$ cat src/rtl/seq_det_pkg.sv
// Shared types, limits and helper functions for the serial pattern detector.
package seq_det_pkg;

    localparam int PAT_W_MIN = 2;
    localparam int PAT_W_MAX = 16;

    typedef enum logic {
        OVL_OFF = 1'b0,
        OVL_ON  = 1'b1
    } ovl_mode_e;

    function automatic int sw_f(input int pat_w);
        return $clog2(pat_w + 1);
    endfunction

    // True when the newest k bits of hist_x (bit 0 = newest) equal the
    // first k bits of the pattern (pattern MSB is received first).
    function automatic logic pfx_match(
        input logic [PAT_W_MAX:0]   hist_x,
        input logic [PAT_W_MAX-1:0] pattern,
        input int                   k,
        input int                   pat_w
    );
        logic ok;
        int   idx;
        ok = 1'b1;
        for (int i = 0; i < PAT_W_MAX; i++) begin
            idx = pat_w - k + i;
            if (i < k && hist_x[i[4:0]] != pattern[idx[3:0]]) begin
                ok = 1'b0;
            end
        end
        return ok;
    endfunction

endpackage

$ cat src/rtl/seq_det_moore_if.sv
// Serial-stream bundle for seq_det_moore; match_cnt exists only with SEQ_DET_COUNT_EN.
interface seq_det_moore_if #(
    parameter int PAT_W = 3,
    parameter int CNT_W = 8
);
    import seq_det_pkg::*;

    localparam int SW = sw_f(PAT_W);

    logic          en;
    logic          x;
    logic          ovl;
    logic          z;
    logic [SW-1:0] y;
`ifdef SEQ_DET_COUNT_EN
    logic [CNT_W-1:0] match_cnt;
`endif

    modport master (
        output en,
        output x,
        output ovl,
        input  z,
        input  y
`ifdef SEQ_DET_COUNT_EN
        ,
        input  match_cnt
`endif
    );

    modport slave (
        input  en,
        input  x,
        input  ovl,
        output z,
        output y
`ifdef SEQ_DET_COUNT_EN
        ,
        output match_cnt
`endif
    );

endinterface

$ cat src/rtl/sat_cnt.sv
// Saturating up-counter: holds at all-ones instead of wrapping.
module sat_cnt #(
    parameter int W = 8
) (
    input  logic         clk,
    input  logic         rst,
    input  logic         inc,
    output logic [W-1:0] cnt
);

    always_ff @(posedge clk) begin
        if (rst) begin
            cnt <= '0;
        end else if (inc && cnt != {W{1'b1}}) begin
            cnt <= cnt + 1'b1;
        end
    end

endmodule

$ cat src/rtl/seq_det_moore.sv
// Parametrised Moore serial pattern detector with runtime overlap control.
// Optional saturating match counter compiled in with SEQ_DET_COUNT_EN.
module seq_det_moore
    import seq_det_pkg::*;
#(
    parameter int               PAT_W   = 3,
    parameter logic [PAT_W-1:0] PATTERN = 3'b110,
    parameter int               CNT_W   = 8
) (
    input logic              clk,
    input logic              rst,
    seq_det_moore_if.slave   bus
);

    localparam int                   SW      = sw_f(PAT_W);
    localparam logic [SW-1:0]        Y_MATCH = SW'(PAT_W);
    localparam logic [PAT_W_MAX-1:0] PAT_EXT = PAT_W_MAX'(PATTERN);

    if (PAT_W < PAT_W_MIN || PAT_W > PAT_W_MAX || CNT_W < 1) begin : g_bad_param
        $error("seq_det_moore: PAT_W or CNT_W out of range");
    end

    logic [SW-1:0]      y, y_nxt;
    logic [PAT_W-1:0]   hist, hist_nxt;
    logic [SW-1:0]      hlen, hlen_nxt;
    logic [PAT_W_MAX:0] hx;
    int                 lim;
    int                 k_hit;
    ovl_mode_e          mode;

    always_ff @(posedge clk) begin
        if (rst) begin
            y    <= '0;
            hist <= '0;
            hlen <= '0;
        end else begin
            y    <= y_nxt;
            hist <= hist_nxt;
            hlen <= hlen_nxt;
        end
    end

    // Longest pattern prefix that ends on the incoming bit, limited to the
    // bits actually received since reset or the last non-overlapping match.
    always_comb begin
        hx            = '0;
        hx[PAT_W:0]   = {hist, bus.x};
        lim           = (int'(hlen) < PAT_W) ? int'(hlen) + 1 : PAT_W;
        k_hit         = 0;
        for (int k = PAT_W; k >= 1; k--) begin
            if (k_hit == 0 && k <= lim && pfx_match(hx, PAT_EXT, k, PAT_W)) begin
                k_hit = k;
            end
        end

        mode     = ovl_mode_e'(bus.ovl);
        y_nxt    = y;
        hist_nxt = hist;
        hlen_nxt = hlen;
        if (bus.en) begin
            y_nxt    = SW'(k_hit);
            hist_nxt = {hist[PAT_W-2:0], bus.x};
            if (y_nxt == Y_MATCH && mode == OVL_OFF) begin
                hlen_nxt = '0;
            end else if (hlen != Y_MATCH) begin
                hlen_nxt = hlen + 1'b1;
            end
        end
    end

    assign bus.y = y;
    assign bus.z = (y == Y_MATCH);

`ifdef SEQ_DET_COUNT_EN
    logic hit;
    assign hit = bus.en && (k_hit == PAT_W);

    sat_cnt #(
        .W (CNT_W)
    ) u_cnt (
        .clk (clk),
        .rst (rst),
        .inc (hit),
        .cnt (bus.match_cnt)
    );
`endif

endmodule

$ cat src/flat_wrapper.sv
// flat-port wrapper written by rule: the top's interface ports become plain ports
module seq_det_moore_flat import seq_det_pkg::*;
#(
    parameter int               PAT_W   = 3,
    parameter logic [PAT_W-1:0] PATTERN = 3'b110,
    parameter int               CNT_W   = 8
)
  (clk, rst, bus_en, bus_x, bus_ovl, bus_z, bus_y);
  seq_det_moore_if #(.PAT_W(PAT_W), .CNT_W(CNT_W)) bus_i ();
  input logic clk;
  input logic rst;
  input wire logic [$bits(bus_i.en)-1:0] bus_en;
  input wire logic [$bits(bus_i.x)-1:0] bus_x;
  input wire logic [$bits(bus_i.ovl)-1:0] bus_ovl;
  output wire logic [$bits(bus_i.z)-1:0] bus_z;
  output wire logic [$bits(bus_i.y)-1:0] bus_y;
  assign bus_i.en = bus_en;
  assign bus_i.x = bus_x;
  assign bus_i.ovl = bus_ovl;
  assign bus_z = bus_i.z;
  assign bus_y = bus_i.y;
  seq_det_moore #(.PAT_W(PAT_W), .PATTERN(PATTERN), .CNT_W(CNT_W)) u_core (.clk(clk), .rst(rst), .bus(bus_i));
endmodule
$ cat config.mk
export PLATFORM = sky130hd
export DESIGN_NAME = seq_det_moore_flat
export DESIGN_NICKNAME = d
export VERILOG_FILES = /design/src/rtl/seq_det_pkg.sv /design/src/rtl/seq_det_moore_if.sv /design/src/rtl/sat_cnt.sv /design/src/rtl/seq_det_moore.sv /design/src/flat_wrapper.sv
export SDC_FILE = /design/constraint.sdc
export NUM_CORES = 1
export LEC_CHECK = 0
export BUFFER_PORTS_ARGS = -buffer_cell sky130_fd_sc_hd__buf_2
export CAP_MARGIN = 10
export CORE_AREA = 2 2 39 41
export CTS_CLUSTER_DIAMETER = 100
export DETAILED_ROUTE_END_ITERATION = 7
export DIE_AREA = 0 0 41 43
export PLACE_DENSITY = 0.41
export SYNTH_ARGS = -nofsm -noshare
export SYNTH_HDL_FRONTEND = slang
export SYNTH_SLANG_ARGS = --single-unit
$ cat constraint.sdc
create_clock -name clk -period 2.4 [get_ports clk]
set_input_delay 0.12 -clock clk [delete_from_list [all_inputs] [get_ports clk]]
set_output_delay 0.12 -clock clk [all_outputs]
set_load 0.05 [all_outputs]
* Word-level counts from Yosys, hierarchy flattened
Index checks and enable logic that the tools add are counted.
** Operators by class
- $mul :: 0
- Bitwise operators :: 1
- Divide/modulo/power cells :: 0
- Shifts and indexed selects :: 0
- Mux-type cells :: 11
- Add/subtract/negate cells :: 2
- Equal/unequal tests :: 3
- Reductions and logical operators :: 10
- Magnitude comparators :: 4
** Operator list (count)
- 3-bit by 32-bit less-or-equal comparator with 1-bit output, first input constant :: 2
- 32-bit zero test :: 2
- 2-bit by 32-bit less-or-equal comparator with 1-bit output, first input constant :: 1
- 32-bit two-way mux :: 1
- 2-bit two-way mux :: 5
- 1-bit logical AND :: 6
- 1-bit two-way mux :: 5
- 2-bit equality test, second input constant :: 2
- 2-bit by 1-bit adder with 3-bit output, second input constant :: 1
- 2-bit by 1-bit adder with 2-bit output, second input constant :: 1
- 2-bit < comparator, second input constant :: 1
- 2-bit inequality test, second input constant :: 1
- 2-bit AND reduction :: 1
- 2-bit nonzero test :: 1
- 1-bit inverter :: 1
** Storage, ports and cells
- Memories :: 0
- Output and inout bits :: 3
- Latch bits :: 0
- Word-level logic and storage cells :: 34
- Input bits :: 5
- RAM bits :: 0
- Register bits after elaboration :: 6
- Bits in read-only memories :: 0

* Longest topological paths before layout
- Word-level depth :: 17
- Mapped depth :: 5
- Gate-level depth less buffers :: 5

* Worst setup path after synthesis
OpenSTA, ideal clock, no wires.
- Path type :: register to register
- Start point :: register u_core.hlen[1]
- End point :: register u_core.y[0], in the netlist u_core.bus.y[0]
- Required time :: 2.309 ns
- Buffers on the path :: 0
- Clock period less this slack :: 1.366 ns
- Setup time :: 0.091 ns
- Cell stages (with the launch flop) :: 6
- Data arrival time :: 1.275 ns
- Path slack :: 1.034 ns
- Cell sequence :: dfxtp_1 inv_1 ha_1 nand4bb_1 or2_1 a311oi_1
** Between the ends
- Longest elaborated chain between the ends :: 13
- Elaborated cells between the ends (all ways) :: 16
- Those cells by class :: add/sub (1); order compare (4); mux (4); reduce/logical (7)
** RTL lines
- from (decl) :: line seq_det_moore.sv:25 : logic [SW-1:0] hlen, hlen_nxt;
- from (signal assigned) :: line seq_det_moore.sv:39 : hlen <= hlen_nxt;
- 2-bit by 1-bit adder with 3-bit output or 2-bit < comparator (tied branches) :: line seq_det_moore.sv:48 : lim = (int'(hlen) < PAT_W) ? int'(hlen) + 1 : PAT_W;
- 32-bit two-way mux (*) :: line seq_det_moore.sv:48
- 3-bit by 32-bit less-or-equal comparator with 1-bit output :: line seq_det_moore.sv:51 : if (k_hit == 0 && k <= lim && pfx_match(hx, PAT_EXT, k, PAT_W)) begin
- 1-bit logical AND :: line seq_det_moore.sv:51
- 2-bit two-way mux :: line seq_det_moore.sv:51
- 32-bit zero test :: line seq_det_moore.sv:51
- 1-bit logical AND (2 in series) :: line seq_det_moore.sv:51
- 2-bit two-way mux :: line seq_det_moore.sv:51
- 32-bit zero test :: line seq_det_moore.sv:51
- 1-bit logical AND (2 in series) :: line seq_det_moore.sv:51
- 2-bit two-way mux (*) :: line seq_det_moore.sv:51
- to (signal assigned) :: line seq_det_moore.sv:37 : y <= y_nxt;
- to (decl) :: line seq_det_moore.sv:23 : logic [SW-1:0] y, y_nxt;
Mark *: on every way between the ends. The rest lies on a longest branch, timed or not.
A chain may end at the register's enable or synchronous reset.

* Worst setup path in the final report
- Start point :: register u_core.hlen[1]
- End point :: register u_core.y[1], in the netlist u_core.bus.y[1]
Same word-level chain as after synthesis.

==> impl_metrics.json <==
{
  "synth-edff-count": 0,
  "hp-class": "input port to flop",
  "r2r_end": "u_core.bus.y[1]$_SDFFE_PP0P_",
  "timing.rr.start": "u_core.hlen[1]$_SDFFE_PP0P_",
  "ys_seq_area_frac": 0.356,
  "critPathKind": "flop to flop",
  "clock.fmax_mhz": 648,
  "clk-insertion-delay-late_ns": 0.24,
  "dr_total_vias": 281,
  "r2r_cells": 5,
  "die_x_um": 41,
  "cp_max_fo": 6,
  "syn_area_um2": 338,
  "synth_flop_cell": "dfxtp_1",
  "required_ns": 2.55,
  "tns_ns": 0,
  "crit_path_start": "u_core.hlen[1]$_SDFFE_PP0P_",
  "worst_pin_slew_ns": 0.238,
  "gr-total-overflow": 0,
  "cp-endpoint": "u_core.bus.y[1]$_SDFFE_PP0P_",
  "drt-initial-drc-count": 11,
  "cts-htree-levels": 1,
  "fin_nets": 56,
  "slowest_delay_ns": 0.42,
  "die_area_mm2": 0.00176,
  "fill_cells": 149,
  "cts_root_buf": "clkbuf_4",
  "drv_slew": 0,
  "grt.busiest_layer": "met2",
  "status": "complete, no violations",
  "rsz0062_at_grt": "false",
  "grt_max_degree": 11,
  "start_util": 0.244,
  "ir_worst_vdd_uv": 247,
  "ant_nets": 0,
  "synth_cell_type_count": 21,
  "cts_sinks": 6,
  "setup_viol": 0,
  "post-cts-setup-buffers": 0,
  "fp.coreArea_mm2": 0.00138,
  "drive_gt1_frac": 0.217,
  "p_per_area_mw_per_mm2": 601,
  "numCtsBuffers": 3,
  "ys_ff_latch": 6,
  "drt_wl_total_um": 631,
  "fin_hold_ws_ns": 0.135,
  "met1_usage": 0.110,
  "final_hold_viol_count": 0,
  "num_rows": 14,
  "path_clk_slew_ns": 0.04,
  "area_growth_pct": 21.5,
  "n_antenna_cell": 0,
  "numPortBuffers": 7,
  "startpoint_type": "flop",
  "cpMaxStageDelayCell": "dfxtp_1",
  "period_needed_ns": 1.54,
  "cp_cell_sequence": "inv_1 -> ha_1 -> nand4bb_1 -> or2_1 -> a311oi_1",
  "power.leakage_nw": 0.173,
  "ys_warn_count": 0,
  "syn_inst": 37,
  "grt_pass1_vias": 246,
  "synthArstFlopShare": 0,
  "dr.pass1.iters": 2,
  "use_met3": 0.0942,
  "grtUsageMet2": 0.116,
  "syn_avg_cell_area_um2": 9.13,
  "die_h_um": 43,
  "cp-end-kind": "flop",
  "period_share": 0.643,
  "via_per_inst": 4.53,
  "synth_nets": 45,
  "crit_arrival_ns": 1.69,
  "regToRegSetupSlack_ns": 0.86,
  "cts_hold_buf": 0,
  "grt_pass1_wl_mm": 1.02,
  "relSlewSlack": 0.841,
  "antenna_found_initial": 0,
  "post_cts_resized": 0,
  "wl_per_cell_um": 10.2,
  "clock_path_buffers": 2,
  "skew_ns": 0.00358,
  "io_pins": 8,
  "cap_violations": 0,
  "remaining_drc_errors": 0,
  "tritoncts": "built",
  "track_usage": 0.0926,
  "gp_congestion": 0.760
}
area by class of cell:
class / instances / area [um2] / area share
Multi-Input combinational cell: 28 / 205 / 0.500
Inverter: 2 / 7.51 / 0.0183
Timing Repair Buffer: 7 / 35.0 / 0.0854
Clock buffer: 3 / 22.5 / 0.0549
Tap cell: 16 / 20.0 / 0.0488
Sequential cell: 6 / 120 / 0.293
placed cells by master, fill, tap and decap left out, types with 2 or more instances in the layout:
cell      n
buf_2     7
dfxtp_1   6
nor2_1    4
mux2i_1   3
ha_1      3
clkbuf_4  3
inv_1     2
and2_1    2
nand2b_1  2
a311oi_1  2
sequential cells by signal, indices dropped and copies added, names as in the netlist:
name          count
u_core.hlen       2
u_core.hist       2
u_core.bus.y      2
critical path, delay by kind of cell (launching register included):
family,cells,cell delay [ns]
adder cells (fa/ha/maj),1,0.20
AND/OR/NAND/NOR,2,0.50
flip-flops,1,0.42
buffers and inverters,1,0.09
AO/OA/AOI/OAI,1,0.25
synthesized netlist by cell type (2+ instances only):
cell / number / share of area
a311oi_1: 2 / 0.052
and2_1: 2 / 0.037
dfxtp_1: 6 / 0.36
ha_1: 3 / 0.11
inv_1: 2 / 0.022
mux2i_1: 3 / 0.089
nand2b_1: 2 / 0.037
nor2_1: 4 / 0.044
logic make-up after synthesis:
kind of cell | count (synthesis) | share of synthesized area
AO/OA/AOI/OAI | 7 | 0.152
AND/OR/NAND/NOR | 15 | 0.256
multiplexers | 3 | 0.0889
flip-flops | 6 | 0.356
buffers and inverters | 3 | 0.0370
adder cells (fa/ha/maj) | 3 | 0.111
power by group:
| part | switching, mW | internal [mW] | total (mW) |
|---|---|---|---|
| clock network | 0.0340 | 0.0564 | 0.0904 |
| registers | 0.00731 | 0.107 | 0.114 |
| logic | 0.0252 | 0.0171 | 0.0423 |
| total | 0.0664 | 0.180 | 0.247 |
how the worst min path moves through the flow:
stage | start | to | slack (ns) | cells past startpoint
floorplan | rst | u_core.hlen[0]$_SDFFE_PP0P_ | 0.19 | 1
global placement | rst | u_core.bus.y[0]$_SDFFE_PP0P_ | 0.38 | 2
detailed placement | rst | u_core.hlen[0]$_SDFFE_PP0P_ | 0.38 | 2
CTS | rst | u_core.hlen[0]$_SDFFE_PP0P_ | 0.12 | 2
global route | rst | u_core.hlen[0]$_SDFFE_PP0P_ | 0.13 | 2
finish | rst | u_core.hlen[0]$_SDFFE_PP0P_ | 0.14 | 2
through the flow:
step / instances / setup slack (ns) / util / total power, mW / cell area, um2
4_1_cts: 62 / 0.840 / 0.297 / 0.254 / 410
3_5_place_dp: 59 / 0.863 / 0.280 / 0.158 / 388
5_1_grt: 62 / 0.691 / 0.297 / 0.264 / 410
6_report: 62 / 0.856 / 0.297 / 0.247 / 410
3_3_place_gp: 59 / 0.889 / 0.280 / 0.157 / 388
2_1_floorplan: 37 / 1.03 / - / 0.146 / 338
layer usage:
| metal | part of all wire | routed length [um] | up-vias |
|---|---|---|---|
| met5 | 0 | 0 | - |
| met1 | 0.47 | 299 | 122 |
| met4 | 0 | 0 | 0 |
| met3 | 0.084 | 53 | 0 |
| li1 | - | - | 151 |
| met2 | 0.44 | 277 | 8 |
No activity file was read; power rests on OpenSTA's default activity.
